## src/rtl/uart_pkg.sv

```systemverilog
// Shared UART definitions: receiver state encodings, parity modes and the
// oversampling divider calculation used by both receiver and transmitter.
package uart_pkg;

  typedef enum logic [2:0] {
    ST_IDLE      = 3'd0,
    ST_START     = 3'd1,
    ST_DATA      = 3'd2,
    ST_PARITY    = 3'd3,
    ST_STOP      = 3'd4,
    ST_DONE      = 3'd5,
    ST_WAIT_IDLE = 3'd6
  } state_e;

  localparam int PARITY_NONE = 0;
  localparam int PARITY_ODD  = 1;
  localparam int PARITY_EVEN = 2;

  localparam int OVERSAMPLE = 16;

  function automatic int os_div(input int clk_freq, input int baud_rate);
    int d;
    d = clk_freq / (baud_rate * OVERSAMPLE);
    return (d < 1) ? 1 : d;
  endfunction

endpackage

```

## src/rtl/uart_baud_tick.sv

```systemverilog
// Oversampling tick generator: one-clk tick every DIV clks, phase reset by clear_i.
module uart_baud_tick #(
  parameter int DIV = 1
) (
  input  logic clk_i,
  input  logic rst_i,
  input  logic clear_i,
  output logic tick_o
);

  localparam int CW = (DIV > 1) ? $clog2(DIV) : 1;
  localparam logic [CW-1:0] LAST = CW'(DIV - 1);

  logic [CW-1:0] cnt_q;

  always_ff @(posedge clk_i or posedge rst_i) begin
    if (rst_i) begin
      cnt_q <= '0;
    end else if (clear_i || cnt_q == LAST) begin
      cnt_q <= '0;
    end else begin
      cnt_q <= cnt_q + 1'b1;
    end
  end

  assign tick_o = !clear_i && (cnt_q == LAST);

endmodule

```

## src/rtl/uart_rx_cfg.sv

```systemverilog
// Parametrised UART receiver: 16x oversampling, 3-sample majority per bit,
// parity/framing/break reporting, one word per data_valid pulse.
module uart_rx_cfg
  import uart_pkg::*;
#(
  parameter int CLK_FREQ   = 50000000,
  parameter int BAUD_RATE  = 9600,
  parameter int DATA_BITS  = 8,
  parameter int PARITY     = 0,
  parameter int STOP_BITS  = 1,
  parameter int OVERSAMPLE = 16
) (
  input  logic                 clk,
  input  logic                 rst,
  input  logic                 rx,
  output logic [DATA_BITS-1:0] data_out,
  output logic                 data_valid,
  output logic                 parity_err,
  output logic                 frame_err,
  output logic                 break_det,
  output logic                 busy,
  output logic [2:0]           state_o
);

  localparam int OS_DIV = os_div(CLK_FREQ, BAUD_RATE);
  localparam int TW = $clog2(OVERSAMPLE);
  localparam logic [TW-1:0] S_LO   = TW'(OVERSAMPLE / 2 - 1);
  localparam logic [TW-1:0] S_MID  = TW'(OVERSAMPLE / 2);
  localparam logic [TW-1:0] S_HI   = TW'(OVERSAMPLE / 2 + 1);
  localparam logic [TW-1:0] T_LAST = TW'(OVERSAMPLE - 1);
  localparam logic [3:0] LAST_BIT  = 4'(DATA_BITS - 1);
  localparam logic LAST_STOP = (STOP_BITS == 2);
  localparam logic PAR_ODD   = (PARITY == PARITY_ODD);

  logic sync1_q, rx_s_q, rx_prev_q;
  logic [TW-1:0] tick_cnt_q;
  logic [1:0] smp_q;
  state_e state_q;
  logic [3:0] bit_idx_q;
  logic stop_idx_q;
  logic [DATA_BITS-1:0] shift_q;
  logic perr_q, ferr_q, zero_q;
  logic [DATA_BITS-1:0] data_out_q;
  logic valid_q, perr_o_q, ferr_o_q, brk_q, busy_q;
  logic tick, start_edge, maj, at_mid, at_end;

  uart_baud_tick #(.DIV(OS_DIV)) u_tick (
    .clk_i   (clk),
    .rst_i   (rst),
    .clear_i (start_edge),
    .tick_o  (tick)
  );

  always_ff @(posedge clk or posedge rst) begin
    if (rst) begin
      sync1_q   <= 1'b1;
      rx_s_q    <= 1'b1;
      rx_prev_q <= 1'b1;
    end else begin
      sync1_q   <= rx;
      rx_s_q    <= sync1_q;
      rx_prev_q <= rx_s_q;
    end
  end

  // Only a real 1->0 transition starts a frame; a line held low never retriggers.
  assign start_edge = (state_q == ST_IDLE) && rx_prev_q && !rx_s_q;
  assign maj    = (smp_q[0] & smp_q[1]) | (smp_q[0] & rx_s_q) | (smp_q[1] & rx_s_q);
  assign at_mid = tick && (tick_cnt_q == S_HI);
  assign at_end = tick && (tick_cnt_q == T_LAST);

  always_ff @(posedge clk or posedge rst) begin
    if (rst) begin
      tick_cnt_q <= '0;
      smp_q      <= 2'b11;
    end else begin
      if (start_edge) tick_cnt_q <= '0;
      else if (tick)  tick_cnt_q <= tick_cnt_q + 1'b1;
      if (tick && tick_cnt_q == S_LO)  smp_q[0] <= rx_s_q;
      if (tick && tick_cnt_q == S_MID) smp_q[1] <= rx_s_q;
    end
  end

  // data_valid is a one-clk strobe; data_out and all flags are valid only with it.
  always_ff @(posedge clk or posedge rst) begin
    if (rst) begin
      state_q    <= ST_IDLE;
      bit_idx_q  <= '0;
      stop_idx_q <= 1'b0;
      shift_q    <= '0;
      perr_q     <= 1'b0;
      ferr_q     <= 1'b0;
      zero_q     <= 1'b0;
      data_out_q <= '0;
      valid_q    <= 1'b0;
      perr_o_q   <= 1'b0;
      ferr_o_q   <= 1'b0;
      brk_q      <= 1'b0;
      busy_q     <= 1'b0;
    end else begin
      valid_q  <= 1'b0;
      perr_o_q <= 1'b0;
      ferr_o_q <= 1'b0;
      brk_q    <= 1'b0;
      case (state_q)
        ST_IDLE: begin
          if (start_edge) begin
            state_q <= ST_START;
            busy_q  <= 1'b1;
          end
        end
        ST_START: begin
          if (at_mid && maj) begin
            state_q <= ST_IDLE;
            busy_q  <= 1'b0;
          end else if (at_end) begin
            state_q    <= ST_DATA;
            bit_idx_q  <= '0;
            stop_idx_q <= 1'b0;
            perr_q     <= 1'b0;
            ferr_q     <= 1'b0;
            zero_q     <= 1'b1;
          end
        end
        ST_DATA: begin
          if (at_mid) begin
            shift_q <= {maj, shift_q[DATA_BITS-1:1]};
            if (maj) zero_q <= 1'b0;
          end
          if (at_end) begin
            if (bit_idx_q == LAST_BIT)
              state_q <= (PARITY != PARITY_NONE) ? ST_PARITY : ST_STOP;
            else
              bit_idx_q <= bit_idx_q + 1'b1;
          end
        end
        ST_PARITY: begin
          if (at_mid) begin
            if ((^shift_q ^ maj) != PAR_ODD) perr_q <= 1'b1;
            if (maj) zero_q <= 1'b0;
          end
          if (at_end) state_q <= ST_STOP;
        end
        ST_STOP: begin
          if (at_mid) begin
            if (stop_idx_q == LAST_STOP) begin
              state_q    <= ST_DONE;
              data_out_q <= shift_q;
              valid_q    <= 1'b1;
              perr_o_q   <= perr_q;
              ferr_o_q   <= ferr_q | ~maj;
              brk_q      <= zero_q & ~maj;
            end else begin
              if (!maj) ferr_q <= 1'b1;
              if (maj)  zero_q <= 1'b0;
            end
          end
          if (at_end) stop_idx_q <= 1'b1;
        end
        ST_DONE: begin
          state_q <= ferr_o_q ? ST_WAIT_IDLE : ST_IDLE;
          busy_q  <= ferr_o_q;
        end
        ST_WAIT_IDLE: begin
          if (rx_s_q) begin
            state_q <= ST_IDLE;
            busy_q  <= 1'b0;
          end
        end
        default: begin
          state_q <= ST_IDLE;
          busy_q  <= 1'b0;
        end
      endcase
    end
  end

  assign data_out   = data_out_q;
  assign data_valid = valid_q;
  assign parity_err = perr_o_q;
  assign frame_err  = ferr_o_q;
  assign break_det  = brk_q;
  assign busy       = busy_q;
  assign state_o    = state_q;

endmodule

```

## config.mk

```make
export PLATFORM = sky130hd
export DESIGN_NAME = uart_rx_cfg
export DESIGN_NICKNAME = d
export VERILOG_FILES = /design/src/rtl/uart_pkg.sv /design/src/rtl/uart_baud_tick.sv /design/src/rtl/uart_rx_cfg.sv
export SDC_FILE = /design/constraint.sdc
export NUM_CORES = 1
export LEC_CHECK = 0
export ABC_AREA = 1
export CAP_MARGIN = 20
export CORE_MARGIN = 3
export CORE_UTILIZATION = 55
export CTS_CLUSTER_DIAMETER = 120
export DETAILED_ROUTE_END_ITERATION = 6
export DONT_BUFFER_PORTS = 1
export MAX_ROUTING_LAYER = met4
export PLACE_DENSITY = 0.78
export SLEW_MARGIN = 40
export SYNTH_ARGS = -nofsm -noshare
export SYNTH_HDL_FRONTEND = slang
export SYNTH_SLANG_ARGS = --single-unit
export TNS_END_PERCENT = 1
```

## constraint.sdc

```tcl
create_clock -name clk -period 1.9 [get_ports clk]
set_input_delay 0.38 -clock clk [delete_from_list [all_inputs] [get_ports clk]]
set_output_delay 0.38 -clock clk [all_outputs]
set_load 0.02 [all_outputs]
```

==> flow_summary.ini <==
[power]
power_density_nw_per_um2 = 1060
p_seq_share_pct = 44.3
p_leak_nw = 1.41
irDropWorstVdd_uv = 900
combPwrFrac_pct = 31.9
switching_share_pct = 37.0
pwr-share-clk_pct = 23.8
p_int_mw = 1.94
switchingPower_mw = 1.14

[clocking]
root_buffer = clkbuf_8
clk_pin_slew_ps = 80
cts_max_level = 2
numCtsBuffers = 5
cts_tree = done
clock_latency_ps = 300
clkSinkCount = 50
cts.path.max_buffers = 2

[critical_path]
end_kind = register
r2r-start = tick_cnt_q[1]
r2r_end = frame_err
worstRegToRegCells = 8
r2r_slack_ps = 190
path_class = reg2reg
cp_max_fo = 20
crit_required_ps = 2110
crit_path_start_kind = register
arrival_ps = 1920

[global_routing]
grt_pass1_wl_um = 8340
gr-usage-met2_pct = 30.3
grtUsageMet1_pct = 24.8
grt_overflow_total = 0
grt_use_met3_pct = 3.96
top_usage_layer = met2
grt_pass1_vias = 1966
grt_max_degree = 29
grt.total_usage_pct = 19.1
grt_antenna_before_repair = 0

[placed_design]
globalplace.congestion = 0.939
place_hpwl_um = 3490
port_buffers = 0

[synth]
yosys_register_bits = 50
avgSynthCellArea_um2 = 8.22
ys_types = 32
yosysWarnings = 0
syn-num-nets = 336
syn_area_um2 = 2690
synth_cells = 327
ys_seq_area_share_pct = 46.8
async_reset_ff_share_pct = 100
synth_edf_count = 0
synth_flop_cell = dfrtp_1

[sta]
setup_viol = 0
rsz0062_at_grt = false
period_needed_ps = 1710
setup_tns_ps = 0
tightest_slew_ps = 501
finalCritPeriodShare_pct = 90.2
finalClockSkew_ps = 11.7
hold_viol_final = 0
slew_headroom_pct = 66.5
slew_viol_final = 0
max_freq_mhz = 584
holdWs_ps = 72.7

[min_path]
hold_path_end = sync1_q
hold_path.startpoint = rx
whs_path_depth = 0
hold_class = in2reg

[run]
drv_cap = 0

[floorplanning]
start_util_pct = 59.2
die_area_um2 = 5760
rows = 24
ios = 19
die_w_um = 75.9
core_area_um2 = 4530
die_h_um = 75.9

[drt]
ant_nets = 0
avgRoutedWirePerCell_um = 11.7
routed_wl_um = 4690
drtIter0Drc = 167
vias = 2060
vias_per_cell = 5.12
route.detailed.drc = 0
dr.pass1.iters = 4

[final_layout]
n_antenna_cell = 0
fillers = 381
drive_gt1_share_pct = 17.2
nNetsFinal = 345
area.growth.synth_to_final_pct = 8.43

[run_status]
status = completed
[worst max-delay path by stage]
stage / start / to / slack [ps]
2_1_floorplan: rst / bit_idx_q[0] / 330
4_1_cts: tick_cnt_q[1] / data_out[7] / 50
6_report: tick_cnt_q[1] / frame_err / 190
3_5_place_dp: tick_cnt_q[1] / data_out[7] / 50
5_1_grt: u_tick.cnt_q[0] / state_o[1] / 9
3_3_place_gp: u_tick.cnt_q[0] / data_out[1] / 170
[worst max-delay path, stage by stage (launching register included)]
cell and delay, ps:
dfrtp_1 400, inv_1 100, ha_1 160, inv_1 40, nor2_1 240, nand4_4 180
inv_2 150, nand2_4 170, nor2_1 200
[cells in the final DEF (no fill, tap or decap), drive strengths merged]
cell type,n
a32oi,1
o22ai,1
clkbuf,6
nand3b,2
nor3b,1
a31o,1
o211ai,1
nand4,8
nor2,34
o31a,1
bufinv,1
buf,4
or2,1
o31ai,1
clkinvlp,1
dfstp,5
nor3,8
nand3,19
and3,2
a21oi,8
nand2,106
dfrtp,45
o21ai,28
ha,6
dlygate4sd3,1
inv,45
[per-layer routing]
| metal | wire, µm | vias to the layer above | share of wire [%] |
|---|---|---|---|
| met2 | 2140 | 47 | 46 |
| li1 | - | 1062 | - |
| met1 | 2250 | 945 | 48 |
| met4 | 46 | 0 | 0.98 |
| met3 | 249 | 6 | 5.3 |
| met5 | 0 | - | 0 |
[through the flow]
step | utilization [%] | power (mW) | setup slack, ps | instances | instance area [µm²]
5_1_grt | 64.2 | 3.31 | 9.44 | 402 | 2910
6_report | 64.2 | 3.08 | 187 | 402 | 2910
3_5_place_dp | 61.2 | 2.35 | 46.6 | 393 | 2780
2_1_floorplan | - | 2.13 | 327 | 327 | 2690
3_3_place_gp | 61.2 | 2.32 | 165 | 393 | 2780
4_1_cts | 63.9 | 3.09 | 47.0 | 402 | 2900
[sequential cells by signal, summed over array words and instances (netlist names), 2 cells and up]
name and cells:
u_tick.cnt_q 9, data_out 8, shift_q 8, bit_idx_q 4, tick_cnt_q 4, state_o 3, smp_q 2
[power groups by stage]
stage / Clock (mW) / Combinational [mW] / Sequential (mW)
6_report: 0.732 / 0.981 / 1.36
5_1_grt: 0.784 / 1.14 / 1.38
2_1_floorplan: 0 / 0.746 / 1.38
3_3_place_gp: 0 / 0.950 / 1.38
3_5_place_dp: 0 / 0.969 / 1.38
4_1_cts: 0.752 / 0.974 / 1.36
[Yosys cell counts, types with 2 or more instances]
| cell | count | area [µm²] |
|---|---|---|
| and3_1 | 2 | 12.5 |
| o21ai_1 | 7 | 35.0 |
| nor3_1 | 8 | 40.0 |
| nand2_1 | 100 | 375 |
| inv_1 | 39 | 146 |
| dfstp_2 | 5 | 131 |
| nand4_1 | 7 | 43.8 |
| nand3b_1 | 2 | 15.0 |
| nor2_1 | 32 | 120 |
| nand3_1 | 15 | 75.1 |
| buf_6 | 3 | 33.8 |
| nand2_4 | 2 | 22.5 |
| o21ai_2 | 17 | 149 |
| o21ai_0 | 4 | 20.0 |
| inv_2 | 6 | 22.5 |
| nand3_2 | 2 | 20.0 |
| nor2_4 | 2 | 22.5 |
| ha_1 | 6 | 75.1 |
| dfrtp_1 | 45 | 1130 |
| a21oi_1 | 7 | 35.0 |
| nand2_2 | 4 | 25.0 |
| nand3_4 | 2 | 35.0 |
[cells by family after synthesis]
| kind of cell | count (synthesis) | synth area share [%] |
|---|---|---|
| and+or+nand+nor | 181 | 31.3 |
| DFF | 50 | 46.8 |
| buffers and inverters | 48 | 7.55 |
| AOI/OAI and AO/OA | 42 | 11.5 |
| adders and majority gates | 6 | 2.79 |
[area by class of cell]
type | count | area (µm²) | share of cell area (%)
Clock inverter | 2 | 37.5 | 1.29
Inverter | 45 | 169 | 5.80
Clock buffer | 6 | 72.6 | 2.49
Timing Repair Buffer | 5 | 52.6 | 1.80
Tap cell | 65 | 81.3 | 2.79
Multi-Input combinational cell | 229 | 1240 | 42.7
Sequential cell | 50 | 1260 | 43.2
[timing repair]
item | in CTS | in global routing
hold buffers | 1 | 0
buffers inserted | 0 | 0
hold endpoints to repair | 3 | 0
setup endpoints to repair | 0 | 14
gates resized for setup | 0 | 3
(Power assumes the default switching activity.)
